==> src/rtl/sound_arbiter_if.sv <==
// Request/status bundle between the sound requesters and the arbiter.
// master drives the requests, slave (the arbiter) drives the player controls.
interface sound_arbiter_if;
  logic       alarm_req;
  logic       beep_req;
  logic       tune_req;
  logic [1:0] tune_sel;
  logic [2:0] mode;
  logic       beep_trigger;
  logic [2:0] grant;
  logic       busy;
  logic       done;

  modport master (
    output alarm_req, beep_req, tune_req, tune_sel,
    input  mode, beep_trigger, grant, busy, done
  );

  modport slave (
    input  alarm_req, beep_req, tune_req, tune_sel,
    output mode, beep_trigger, grant, busy, done
  );
endinterface

==> src/rtl/sound_arbiter.sv <==
// Priority arbiter (alarm > beep > tune) driving the music player mode.
// Optional macro SOUND_ARB_BEEP_QUEUE_EN adds a one-deep pending-beep flag.
module sound_arbiter #(
  parameter int unsigned BEEP_CYCLES = 10000000,
  parameter int unsigned TUNE_CYCLES = 200000000
) (
  input  logic            clk_100mHz,
  input  logic            rst_n,
  sound_arbiter_if.slave  bus
);

  typedef enum logic [1:0] {
    S_IDLE  = 2'd0,
    S_TUNE  = 2'd1,
    S_BEEP  = 2'd2,
    S_ALARM = 2'd3
  } state_t;

  localparam logic [31:0] BEEP_LAST = 32'(BEEP_CYCLES - 1);
  localparam logic [31:0] TUNE_LAST = 32'(TUNE_CYCLES - 1);

  state_t      r_state;
  state_t      w_next_state;
  logic [31:0] r_count;
  logic [1:0]  r_tune_sel;
  logic [1:0]  w_tune_sel;
  logic        w_pending;
  logic        w_done;
  logic [2:0]  w_mode;
  logic        w_beep_trigger;
  logic [2:0]  w_grant;
  logic        w_busy;
  logic [2:0]  r_mode;
  logic        r_beep_trigger;
  logic [2:0]  r_grant;
  logic        r_busy;
  logic        r_done;

  // State register, duration counter and latched tune selection
  always_ff @(posedge clk_100mHz or negedge rst_n) begin
    if (!rst_n) begin
      r_state    <= S_IDLE;
      r_count    <= 32'd0;
      r_tune_sel <= 2'b00;
    end else begin
      r_state    <= w_next_state;
      r_tune_sel <= w_tune_sel;
      if (w_next_state != r_state) begin
        r_count <= 32'd0;
      end else if (r_count != 32'hFFFF_FFFF) begin
        r_count <= r_count + 32'd1;
      end else begin
        r_count <= r_count;
      end
    end
  end

`ifdef SOUND_ARB_BEEP_QUEUE_EN
  logic r_pending;

  // Pending beep: set by a beep arriving while busy, cleared on beep entry
  always_ff @(posedge clk_100mHz or negedge rst_n) begin
    if (!rst_n) begin
      r_pending <= 1'b0;
    end else if (r_state == S_IDLE && w_next_state == S_BEEP) begin
      r_pending <= 1'b0;
    end else if (bus.beep_req && r_state != S_IDLE) begin
      r_pending <= 1'b1;
    end else begin
      r_pending <= r_pending;
    end
  end

  assign w_pending = r_pending;
`else
  assign w_pending = 1'b0;
`endif

  // Next-state and completion decode; alarm always wins, even on a completion edge
  always_comb begin
    w_next_state = r_state;
    w_done       = 1'b0;
    case (r_state)
      S_IDLE: begin
        if (bus.alarm_req) begin
          w_next_state = S_ALARM;
        end else if (bus.beep_req || w_pending) begin
          w_next_state = S_BEEP;
        end else if (bus.tune_req && bus.tune_sel != 2'b00) begin
          w_next_state = S_TUNE;
        end else begin
          w_next_state = S_IDLE;
        end
      end
      S_TUNE: begin
        if (bus.alarm_req) begin
          w_next_state = S_ALARM;
        end else if (r_count == TUNE_LAST) begin
          w_next_state = S_IDLE;
          w_done       = 1'b1;
        end else begin
          w_next_state = S_TUNE;
        end
      end
      S_BEEP: begin
        if (bus.alarm_req) begin
          w_next_state = S_ALARM;
        end else if (r_count == BEEP_LAST) begin
          w_next_state = S_IDLE;
          w_done       = 1'b1;
        end else begin
          w_next_state = S_BEEP;
        end
      end
      S_ALARM: begin
        if (bus.alarm_req) begin
          w_next_state = S_ALARM;
        end else begin
          w_next_state = S_IDLE;
        end
      end
      default: begin
        w_next_state = S_IDLE;
      end
    endcase
  end

  // Output decode from the upcoming state so outputs change on the same edge
  always_comb begin
    w_tune_sel     = r_tune_sel;
    w_mode         = 3'b000;
    w_beep_trigger = 1'b0;
    w_grant        = 3'b000;
    w_busy         = 1'b1;
    if (r_state == S_IDLE && w_next_state == S_TUNE) begin
      w_tune_sel = bus.tune_sel;
    end else begin
      w_tune_sel = r_tune_sel;
    end
    case (w_next_state)
      S_IDLE: begin
        w_busy = 1'b0;
      end
      S_TUNE: begin
        w_mode  = {1'b0, w_tune_sel};
        w_grant = 3'b001;
      end
      S_BEEP: begin
        w_mode         = 3'b100;
        w_beep_trigger = 1'b1;
        w_grant        = 3'b010;
      end
      S_ALARM: begin
        w_mode  = 3'b011;
        w_grant = 3'b100;
      end
      default: begin
        w_busy = 1'b0;
      end
    endcase
  end

  // Output registers; async reset silences the player without a clock edge
  always_ff @(posedge clk_100mHz or negedge rst_n) begin
    if (!rst_n) begin
      r_mode         <= 3'b000;
      r_beep_trigger <= 1'b0;
      r_grant        <= 3'b000;
      r_busy         <= 1'b0;
      r_done         <= 1'b0;
    end else begin
      r_mode         <= w_mode;
      r_beep_trigger <= w_beep_trigger;
      r_grant        <= w_grant;
      r_busy         <= w_busy;
      r_done         <= w_done;
    end
  end

  assign bus.mode         = r_mode;
  assign bus.beep_trigger = r_beep_trigger;
  assign bus.grant        = r_grant;
  assign bus.busy         = r_busy;
  assign bus.done         = r_done;

endmodule

==> src/flat_wrapper.sv <==
// flat-port wrapper written by rule: the top's interface ports become plain ports
module sound_arbiter_flat 
#(
  parameter int unsigned BEEP_CYCLES = 10000000,
  parameter int unsigned TUNE_CYCLES = 200000000
)
  (clk_100mHz, rst_n, bus_alarm_req, bus_beep_req, bus_tune_req, bus_tune_sel, bus_mode, bus_beep_trigger, bus_grant, bus_busy, bus_done);
  sound_arbiter_if bus_i ();
  input  logic clk_100mHz;
  input  logic rst_n;
  input wire logic [$bits(bus_i.alarm_req)-1:0] bus_alarm_req;
  input wire logic [$bits(bus_i.beep_req)-1:0] bus_beep_req;
  input wire logic [$bits(bus_i.tune_req)-1:0] bus_tune_req;
  input wire logic [$bits(bus_i.tune_sel)-1:0] bus_tune_sel;
  output wire logic [$bits(bus_i.mode)-1:0] bus_mode;
  output wire logic [$bits(bus_i.beep_trigger)-1:0] bus_beep_trigger;
  output wire logic [$bits(bus_i.grant)-1:0] bus_grant;
  output wire logic [$bits(bus_i.busy)-1:0] bus_busy;
  output wire logic [$bits(bus_i.done)-1:0] bus_done;
  assign bus_i.alarm_req = bus_alarm_req;
  assign bus_i.beep_req = bus_beep_req;
  assign bus_i.tune_req = bus_tune_req;
  assign bus_i.tune_sel = bus_tune_sel;
  assign bus_mode = bus_i.mode;
  assign bus_beep_trigger = bus_i.beep_trigger;
  assign bus_grant = bus_i.grant;
  assign bus_busy = bus_i.busy;
  assign bus_done = bus_i.done;
  sound_arbiter #(.BEEP_CYCLES(BEEP_CYCLES), .TUNE_CYCLES(TUNE_CYCLES)) u_core (.clk_100mHz(clk_100mHz), .rst_n(rst_n), .bus(bus_i));
endmodule
==> config.mk <==
export PLATFORM = sky130hd
export DESIGN_NAME = sound_arbiter_flat
export DESIGN_NICKNAME = d
export VERILOG_FILES = /design/src/rtl/sound_arbiter_if.sv /design/src/rtl/sound_arbiter.sv /design/src/flat_wrapper.sv
export SDC_FILE = /design/constraint.sdc
export NUM_CORES = 1
export LEC_CHECK = 0
export CAP_MARGIN = 20
export CORE_ASPECT_RATIO = 0.9
export CORE_UTILIZATION = 60
export DETAILED_ROUTE_END_ITERATION = 12
export GPL_TIMING_DRIVEN = 0
export HOLD_SLACK_MARGIN = 0.1
export PLACE_DENSITY = 0.8
export SLEW_MARGIN = 10
export SYNTH_ARGS = -nofsm -noshare
export SYNTH_HDL_FRONTEND = slang
export SYNTH_SLANG_ARGS = --single-unit
==> constraint.sdc <==
create_clock -name clk_100mHz -period 6.7 [get_ports clk_100mHz]
set_input_delay 0.67 -clock clk_100mHz [delete_from_list [all_inputs] [get_ports clk_100mHz]]
set_output_delay 0.67 -clock clk_100mHz [all_outputs]
set_load 0.02 [all_outputs]
==> reports/qor.txt, run 1 <==
outcome: completed
max-slew violations: 0
Setup crit end kind: flop
Yosys cell types: 46
crit-path cells: clkdlybuf4s50_1 -> nor4b_2 -> nand4_1 -> or4_4 -> mux2i_1 -> nand3_2 -> buf_6 -> a211oi_2
area of the core: 3860 sq um
Fmax achieved: 366 MHz
std cell rows: 21
initial antenna violation count: 0
hold crit path type: in -> async
syn_nets: 276
Die H: 63.4 um
XOR/XNOR share of the synthesized area: 0.0941
Simple-Gate Fraction of Synth Area: 0.309
largest family of logic cells by synthesized area: simple AND/OR/NAND/NOR gates
mapped cell area: 2510 sq um
Total GRT Usage: 0.253
Final setup viols: 0
EDFF count, synth: 0
Placer Congestion: 0.882
R2R cell count: 8
Worst Tran Pin Value: 0.799 ns
initial DRC count: 142
slowest CP cell: clkdlybuf4s50_1
Final HPWL DP: 3.81 mm
CP startpoint kind: input pin
H-tree depth: 2
Initial Util: 0.650
routed vias/inst: 5.90
Die Width: 70.2 um
first-pass GRT wire length: 8.76 mm
Leak: 1.18 nW
fin nets: 299
flop2flop setup slack: 4.23 ns
Clock Skew: 0.00722 ns
Setup TNS: 0 ns
post-layout min period: 2.73 ns
overall power: 0.862 mW
post-synthesis mux area share: 0.0413
io pins: 16
register bit count reported by yosys: 43
DP Area: 2740 sq um
VDD IR max: 0.000303 V
Setup Buffers After CTS: 0
final hold vios: 0
CTS Buffer Depth: 2
Setup CP Type: in -> reg
Syn Area/Cell: 9.52 sq um
P per Cell Area: 305 nW/um^2
register area share after synthesis: 0.428
Sink Count: 43
RSZ-0062 raised after global routing: false
total gr overflow: 0
Clk Latency, worst-skew pair: 0.30 ns
Post-Synth Adder-Cell Area: 0.0249
most frequent cells in the layout: nor2_1 (49), dfrtp_1 (43), nand3_1 (21), xnor2_1 (15), clkdlybuf4s50_1 (14)
Die Area: 4450 sq um
PostCTS Resize Cnt: 0
Max FO, Critical Path: 10
Critical Path AT: 2.95 ns
port buffer count: 15
commonest non-fill, non-tap cell in the layout: nor2_1
Mapped Cells: 264
Root Buffer: clkbuf_8
number of remaining DRC errors: 0
Max-Cap Viols: 0
Routed WL: 5.11 mm
Detail Route Antenna Nets: 0
ant diodes: 0
Async SR Flop Fraction: 1.00
TritonCTS Buffers: 5
ratio of final minimum period to clock period: 0.407
Yosys warnings: 0
DR vias: 1972
largest net degree at the start of global routing: 23
wire per inst: 15.3 um
TritonCTS clock tree: done
post-synthesis compound-gate area fraction: 0.0548
clock-pin slew on the worst setup and hold paths: 0.08 ns
CP max stage delay: 0.53 ns
Required @ worst endpoint: 6.92 ns
Slew HR: 0.463
share of layout cells above drive strength 1: 0.108
area grow syn2layout: 12.5%
hold buffer count at CTS: 0
number of global-route vias before repair: 1831
drt first pass iters: 4
Final Cell Area: 2830 sq um
ys flop type: dfrtp_1
==> worst max-delay path, delay by kind of cell <==
kind / cells / cell delay [ns]
and+or+nand+nor: 4 / 1.20
buffers and inverters: 2 / 0.74
muxes: 1 / 0.19
AOI/OAI and AO/OA: 1 / 0.14
==> per-stage QoR <==
step                      worst slack, ns  hold WS (ns)  std cells   util
after floorplan                      4.49         0.374        264      -
after global placement               3.71         0.489        325  0.704
after detailed placement             3.66         0.494        326  0.710
after CTS                            3.96         0.356        334  0.732
after global routing                 3.74         0.382        334  0.732
final                                3.97         0.338        334  0.732
==> where the power goes <==
| part | leakage [nW] | switching [mW] | total, mW | internal, mW |
|---|---|---|---|---|
| Sequential | 0.581 | 0.0219 | 0.317 | 0.295 |
| Clock | 0.0412 | 0.0870 | 0.160 | 0.0728 |
| Combinational | 0.559 | 0.219 | 0.385 | 0.166 |
==> cell families (layout without fill, tap and decap cells) <==
family | count (synthesis) | in the layout
flip-flops | 43 | 43
buffers and inverters | 18 | 42
multiplexers | 10 | 10
AO/OA/AOI/OAI | 18 | 18
AND/OR/NAND/NOR | 143 | 143
XOR/XNOR | 27 | 27
adder cells (fa/ha/maj) | 5 | 5
==> state kept, by name, indices dropped and copies added, names as in the netlist <==
signal,cells
u_core.bus.mode,2
u_core.bus.done,1
u_core.r_count,32
u_core.bus.grant,3
u_core.bus.busy,1
u_core.r_tune_sel,2
u_core.r_state,2
==> routing by layer <==
| metal | up-vias | share of wire | GRT usage |
|---|---|---|---|
| met2 | 50 | 0.44 | 0.382 |
| met5 | - | 0 | 0 |
| li1 | 977 | - | - |
| met4 | 0 | 0.015 | 0.0675 |
| met1 | 937 | 0.49 | 0.377 |
| met3 | 8 | 0.057 | 0.0432 |
==> layout make-up <==
class / count / area (sq um)
Clock buffer: 6 / 72.6
Sequential cell: 43 / 1080
Tap cell: 46 / 57.6
Inverter: 8 / 30.0
Clock inverter: 2 / 12.5
Fill cell: 279 / 1030
Buffer: 10 / 90.1
Timing Repair Buffer: 16 / 173
Multi-Input combinational cell: 203 / 1320
==> synthesized netlist by cell type (3+ instances only) <==
cell / count / area share
mux2i_1: 7 / 0.028
mux2_2: 3 / 0.013
xor2_1: 12 / 0.042
and2_1: 5 / 0.012
nor3_1: 7 / 0.014
a21oi_1: 3 / 0.0060
ha_1: 5 / 0.025
and3_1: 7 / 0.017
nor4b_1: 4 / 0.014
nand2_1: 13 / 0.019
buf_6: 6 / 0.027
and4_1: 6 / 0.021
nor2_1: 49 / 0.073
inv_1: 8 / 0.012
nor4_1: 4 / 0.010
nand4_1: 10 / 0.025
dfrtp_1: 43 / 0.43
nand3_1: 21 / 0.042
xnor2_1: 15 / 0.052
==> final timing paths <==
path / startpoint / to
worst max register to register: u_core.r_count[0] / u_core.r_count[6]
worst min register to register: u_core.r_tune_sel[1] / u_core.r_tune_sel[1]
worst max-delay path: bus_alarm_req / u_core.r_count[12]
min in group clk_100mHz: u_core.r_tune_sel[1] / u_core.r_tune_sel[1]
worst min-delay path: rst_n / u_core.r_count[26]
max in group asynchronous: rst_n / u_core.r_count[7]
(Power assumes the default switching activity.)
==> run 2: changes to the inputs <==
- CORE_UTILIZATION: 60 -> 53
- PLACE_DENSITY: 0.8 -> 0.74
- clock period: 6.7 -> 2.3 ns (I/O delays scaled with it)
==> run 2 against run 1 <==
Clock power grew to 3.3 times the previous value; hold slack gained 0.089 ns; highest routed layer unchanged; via count grew 4.9%; design area grew 12%; non-clock buffer count grew 19; final cell count grew 10%; global-route usage shrank 0.60 points; worst setup slack lost 3.9 ns; clock-buffer cell count grew 1; combinational power grew to 3.8 times the previous value.
==> reports/qor.txt, run 2 (synthesis gave the netlist of run 1 again) <==
wire per inst: 16.2 um (was 15.3 um)
TritonCTS clock tree: done (unchanged)
Root Buffer: clkbuf_8 (unchanged)
CP startpoint kind: flop (was input pin)
Worst Setup EP: u_core.r_count[30] (was u_core.r_count[12])
pre-CTS WS: -0.316 ns (was 3.66 ns)
fin nets: 318 (was 299)
RR Endpoint: u_core.r_count[30] (was u_core.r_count[6])
Worst Tran Pin Value: 0.525 ns (was 0.799 ns)
Initial Util: 0.560 (was 0.650)
overall power: 2.91 mW (was 0.862 mW)
R2R Path Start: u_core.r_state[0] (was u_core.r_count[0])
ant diodes: 0 (unchanged)
VDD IR max: 0.000465 V (was 0.000303 V)
Max FO, Critical Path: 6 (was 10)
outcome: completed (unchanged)
critical path launch point: u_core.r_state[0] (was bus_alarm_req)
clock-pin slew on the worst setup and hold paths: 0.08 ns (about the same)
Sink Count: 43 (unchanged)
Max-Cap Viols: 0 (unchanged)
area of the core: 4490 sq um (was 3860 sq um)
first-pass GRT wire length: 9.05 mm (was 8.76 mm)
Setup crit end kind: flop (unchanged)
Critical Path Stages: 9 (was 8)
DR vias: 2068 (was 1972)
post-route setup slack: 0.0319 ns (was 3.97 ns)
Final HPWL DP: 4.11 mm (was 3.81 mm)
WP buf/inv: 2 (unchanged)
Fmax achieved: 441 MHz
initial antenna violation count: 0 (unchanged)
initial DRC count: 141 (was 142)
Filler Cell Count: 351 (was 279)
Setup CP Type: reg -> reg (was in -> reg)
DP Area: 2760 sq um (was 2740 sq um)
CTS Buffer Depth: 2 (unchanged)
Final setup viols: 0 (unchanged)
Leak: 1.33 nW (was 1.18 nW)
Detail Route Antenna Nets: 0 (unchanged)
total gr overflow: 0 (unchanged)
slowest CP cell: or4_4 (was clkdlybuf4s50_1)
Routed WL: 5.97 mm (was 5.11 mm)
std cell rows: 23 (was 21)
Util after Layout: 0.708 (was 0.732)
P per Cell Area: 916 nW/um^2 (was 305 nW/um^2)
flop2flop setup slack: 0.03 ns (was 4.23 ns)
Total GRT Usage: 0.247 (was 0.253)
Clock Skew: 0.00851 ns (was 0.00722 ns)
post-layout min period: 2.27 ns
final hold vios: 0 (unchanged)
Most flops, register: u_core.r_count (unchanged)
port buffer count: 15 (unchanged)
share of layout cells above drive strength 1: 0.254 (was 0.108)
area grow syn2layout: 26.4% (was 12.5%)
Final Cell Area: 3180 sq um (was 2830 sq um)
TritonCTS Buffers: 5 (unchanged)
Slew HR: 0.645 (was 0.463)
drt first pass iters: 4 (unchanged)
Placer Congestion: 0.911 (was 0.882)
H-tree depth: 2 (unchanged)
Clk Latency, worst-skew pair: 0.30 ns (about the same)
max-slew violations: 0 (unchanged)
max reg flops: 32 (unchanged)
Top delay family on crit path: simple AND/OR/NAND/NOR gates (unchanged)
Critical Path AT: 2.49 ns (was 2.95 ns)
commonest non-fill, non-tap cell in the layout: nor2_1 (unchanged)
CP max stage delay: 0.53 ns (about the same)
R2R cell count: 9 (was 8)
Die Width: 74.6 um (was 70.2 um)
number of global-route vias before repair: 1872 (was 1831)
Die H: 67.3 um (was 63.4 um)
routed vias/inst: 5.60 (was 5.90)
hold crit path type: in -> async (unchanged)
ratio of final minimum period to clock period: 0.986
crit-path cells: buf_4 -> ha_2 -> or4_4 -> o21ai_4 -> nor2_2 -> mux2i_2 -> nand3_4 -> buf_6 -> nor3_1 (was clkdlybuf4s50_1 -> nor4b_2 -> nand4_1 -> or4_4 -> mux2i_1 -> nand3_2 -> buf_6 -> a211oi_2)
most frequent cells in the layout: nor2_1 (48), dfrtp_1 (36), nand3_1 (20), buf_4 (19), xnor2_1 (15) (was nor2_1 (49), dfrtp_1 (43), nand3_1 (21), xnor2_1 (15), clkdlybuf4s50_1 (14))
number of remaining DRC errors: 0 (unchanged)
io pins: 16 (unchanged)
largest net degree at the start of global routing: 24 (was 23)
Die Area: 5020 sq um (was 4450 sq um)
Required @ worst endpoint: 2.52 ns (was 6.92 ns)
## run 2: changes by cell type in the layout (fill, tap and decap cells not counted), sizes merged
cell and change:
dlygate4sd3 +1, clkinv -1, dlymetal6s2s +1, buf +19, clkdlybuf4s50 -1
## run 2: cell type report
type	count	area (sq um)	area share
Buffer	9	86.3	0.0272
Clock buffer	7	96.3	0.0303
Clock inverter	1	7.51	0.00236
Inverter	8	30.0	0.00945
Multi-Input combinational cell	203	1470	0.461
Sequential cell	43	1080	0.341
Tap cell	62	77.6	0.0244
Timing Repair Buffer	36	329	0.104
## run 2: per-layer routing
metal  global-route usage  routed length (um)  up-vias  part of all wire
met3               0.0537                 310        5             0.052
met1                0.369                2920     1004              0.49
li1                     -                   -     1017                 -
met2                0.355                2680       42              0.45
met4               0.0778                  59        0            0.0099
met5                    0                   0        -                 0
## run 2: repair_timing
| item | 4_1_cts | 5_1_grt |
|---|---|---|
| cloned | 0 | 1 |
| setup buffers | 2 | 16 |
| pin swaps | 0 | 7 |
| setup endpoints to repair | 32 | 32 |
| hold buffers | 1 | 0 |
| hold endpoints to repair | 20 | 0 |
| resized for setup | 7 | 32 |
## run 2: where the power goes
part | leakage, nW | total, mW | internal (mW) | switching, mW
Clock | 0.0505 | 0.535 | 0.273 | 0.262
Combinational | 0.708 | 1.45 | 0.663 | 0.782
Sequential | 0.570 | 0.930 | 0.861 | 0.0694
Total | 1.33 | 2.91 | 1.80 | 1.11
## run 2: worst register-to-register path, cell delays in order, from the launching register on
cell,delay [ns]
dfrtp_1,0.42
buf_4,0.16
ha_2,0.21
or4_4,0.53
o21ai_4,0.09
nor2_2,0.07
mux2i_2,0.22
nand3_4,0.16
buf_6,0.16
nor3_1,0.17
## run 2: how the worst min path moves through the flow
stage / depth (start not counted) / end / start
global placement: 1 / u_core.r_tune_sel[0] / u_core.r_tune_sel[0]
detailed placement: 1 / u_core.r_count[30] / rst_n
floorplan: 0 / u_core.bus.busy / rst_n
global route: 2 / u_core.r_count[30] / rst_n
finish: 2 / u_core.r_count[30] / rst_n
CTS: 2 / u_core.r_count[30] / rst_n
## run 2: stage by stage
step / setup TNS [ns] / hold WS [ns] / std cells
after CTS: 0 / 0.447 / 353
after global placement: -13.11 / 0.493 / 341
after floorplan: 0 / -0.0656 / 264
after global routing: -1.75 / 0.501 / 369
final: 0 / 0.427 / 369
after detailed placement: -8.45 / 0.226 / 342
==> run 3: changes to the inputs <==
- RECOVER_POWER: default -> 100
==> run 3 against run 2 <==
Sequential cell count unchanged; fmax about the same; global-route usage unchanged; via count increased by 0.24%; clock power about the same; sequential power about the same; clock-buffer cell count unchanged; largest power group unchanged; non-clock buffer count unchanged; total power decreased by 1.1%; die area unchanged.
==> reports/qor.txt, run 3 (synthesis gave the netlist of run 1 again) <==
Final Cell Area: 3150 sq um (was 3180 sq um)
final hold vios: 0 (unchanged)
area grow syn2layout: 25.5% (was 26.4%)
most frequent cells in the layout: nor2_1 (48), dfrtp_1 (36), nand3_1 (20), buf_4 (19), xnor2_1 (15) (unchanged)
critical path launch point: u_core.r_state[0] (unchanged)
Final HPWL DP: 4.11 mm (unchanged)
Final setup viols: 0 (unchanged)
Initial Util: 0.560 (unchanged)
placed cell count: 342 (unchanged)
P per Cell Area: 913 nW/um^2 (was 916 nW/um^2)
max reg flops: 32 (unchanged)
fin nets: 318 (unchanged)
TritonCTS Buffers: 5 (unchanged)
initial DRC count: 137 (was 141)
number of global-route vias before repair: 1872 (unchanged)
post-layout min period: 2.27 ns (about the same)
Die Area: 5020 sq um (unchanged)
Max FO, Critical Path: 6 (unchanged)
Fmax achieved: 441 MHz (about the same)
Routed WL: 5.96 mm (was 5.97 mm)
clock-pin slew on the worst setup and hold paths: 0.08 ns (about the same)
wire per inst: 16.2 um (about the same)
pre-CTS WS: -0.316 ns (unchanged)
routed vias/inst: 5.62 (was 5.60)
commonest non-fill, non-tap cell in the layout: nor2_1 (unchanged)
Leak: 1.33 nW (about the same)
total gr overflow: 0 (unchanged)
Slew HR: 0.274 (was 0.645)
share of layout cells above drive strength 1: 0.251 (was 0.254)
io pins: 16 (unchanged)
Placer Congestion: 0.911 (unchanged)
Detail Route Antenna Nets: 0 (unchanged)
Total GRT Usage: 0.247 (unchanged)
max-slew violations: 0 (unchanged)
CTS Buffer Depth: 2 (unchanged)
Worst Tran Pin Value: 1.09 ns (was 0.525 ns)
hold crit path type: reg -> reg (was in -> async)
H-tree depth: 2 (unchanged)
VDD IR max: 0.000457 V (was 0.000465 V)
Root Buffer: clkbuf_8 (unchanged)
Setup crit end kind: flop (unchanged)
Util after Layout: 0.702 (was 0.708)
drt first pass iters: 4 (unchanged)
port buffer count: 15 (unchanged)
first-pass GRT wire length: 9.05 mm (unchanged)
Critical Path AT: 2.49 ns (about the same)
post-route setup slack: 0.0320 ns (was 0.0319 ns)
initial antenna violation count: 0 (unchanged)
hold path start: u_core.r_tune_sel[0]
Clock Skew: 0.00833 ns (was 0.00851 ns)
Final Non-Filler Cells: 369 (unchanged)
Setup CP Type: reg -> reg (unchanged)
outcome: completed (unchanged)
Die Width: 74.6 um (unchanged)
Setup TNS: 0 ns (unchanged)
CP startpoint kind: flop (unchanged)
Sink Count: 43 (unchanged)
std cell rows: 23 (unchanged)
Hold WS: 0.518 ns (was 0.427 ns)
Required @ worst endpoint: 2.52 ns (about the same)
Clk Latency, worst-skew pair: 0.30 ns (about the same)
Max-Cap Viols: 0 (unchanged)
area of the core: 4490 sq um (unchanged)
overall power: 2.88 mW (was 2.91 mW)
ant diodes: 0 (unchanged)
Most flops, register: u_core.r_count (unchanged)
DR vias: 2073 (was 2068)
R2R Path Start: u_core.r_state[0] (unchanged)
number of remaining DRC errors: 0 (unchanged)
DP Area: 2760 sq um (unchanged)
ratio of final minimum period to clock period: 0.986 (about the same)
TritonCTS clock tree: done (unchanged)
Die H: 67.3 um (unchanged)
largest net degree at the start of global routing: 24 (unchanged)
[run 3: cell types whose count changed in the layout (fill, tap and decap cells not counted), sizes merged]
cell,delta
clkbuf,+2
buf,-2
dlygate4sd3,+9
clkdlybuf4s50,-9
[run 3: worst max-delay path: stages (launching register included)]
cell and delay (ns):
dfrtp_1 0.42, buf_4 0.16, ha_2 0.21, or4_4 0.53
o21ai_4 0.09, nor2_2 0.07, mux2i_2 0.22, nand3_4 0.16
buf_6 0.15, nor3_1 0.17
[run 3: metal layers]
| metal | vias to the layer above | wire (um) | global-route usage |
|---|---|---|---|
| met2 | 44 | 2710 | 0.355 |
| met5 | - | 0 | 0 |
| li1 | 1016 | - | - |
| met3 | 7 | 228 | 0.0537 |
| met1 | 1006 | 2970 | 0.369 |
| met4 | 0 | 62 | 0.0778 |
[run 3: what timing repair did]
item / 4_1_cts / 5_1_grt
gates cloned: 0 / 1
pin swaps: 0 / 7
endpoints found under the setup margin: 32 / 32
resized for setup: 7 / 32
hold buffers: 1 / 0
endpoints found under the hold margin: 20 / 0
buffers inserted: 2 / 16
[run 3: where the power goes]
part           leakage (nW)  switching [mW]  internal (mW)
Clock                0.0505           0.262          0.273
Combinational         0.712           0.778          0.639
Sequential            0.570          0.0671          0.861
[run 3: final cells by class]
class / count / area (sq um)
flip-flops and latches: 43 / 1080
plain buffers: 9 / 86.3
well taps: 62 / 77.6
clock buffers: 7 / 96.3
inverters: 8 / 30.0
fillers: 355 / 1340
repair buffers: 36 / 305
clock inverters: 1 / 7.51
multi-input cells: 203 / 1470
[run 3: final timing paths]
check | slack, ns | depth (start not counted) | endpoint
worst max-delay path | 0.03 | 9 | u_core.r_count[30]
worst min-delay path | 0.52 | 1 | u_core.r_tune_sel[0]
worst max register to register | 0.03 | 9 | u_core.r_count[30]
worst min register to register | 0.52 | 1 | u_core.r_tune_sel[0]
max in group asynchronous | 0.49 | 3 | u_core.r_count[14]
min in group asynchronous | 0.64 | 2 | u_core.r_count[30]
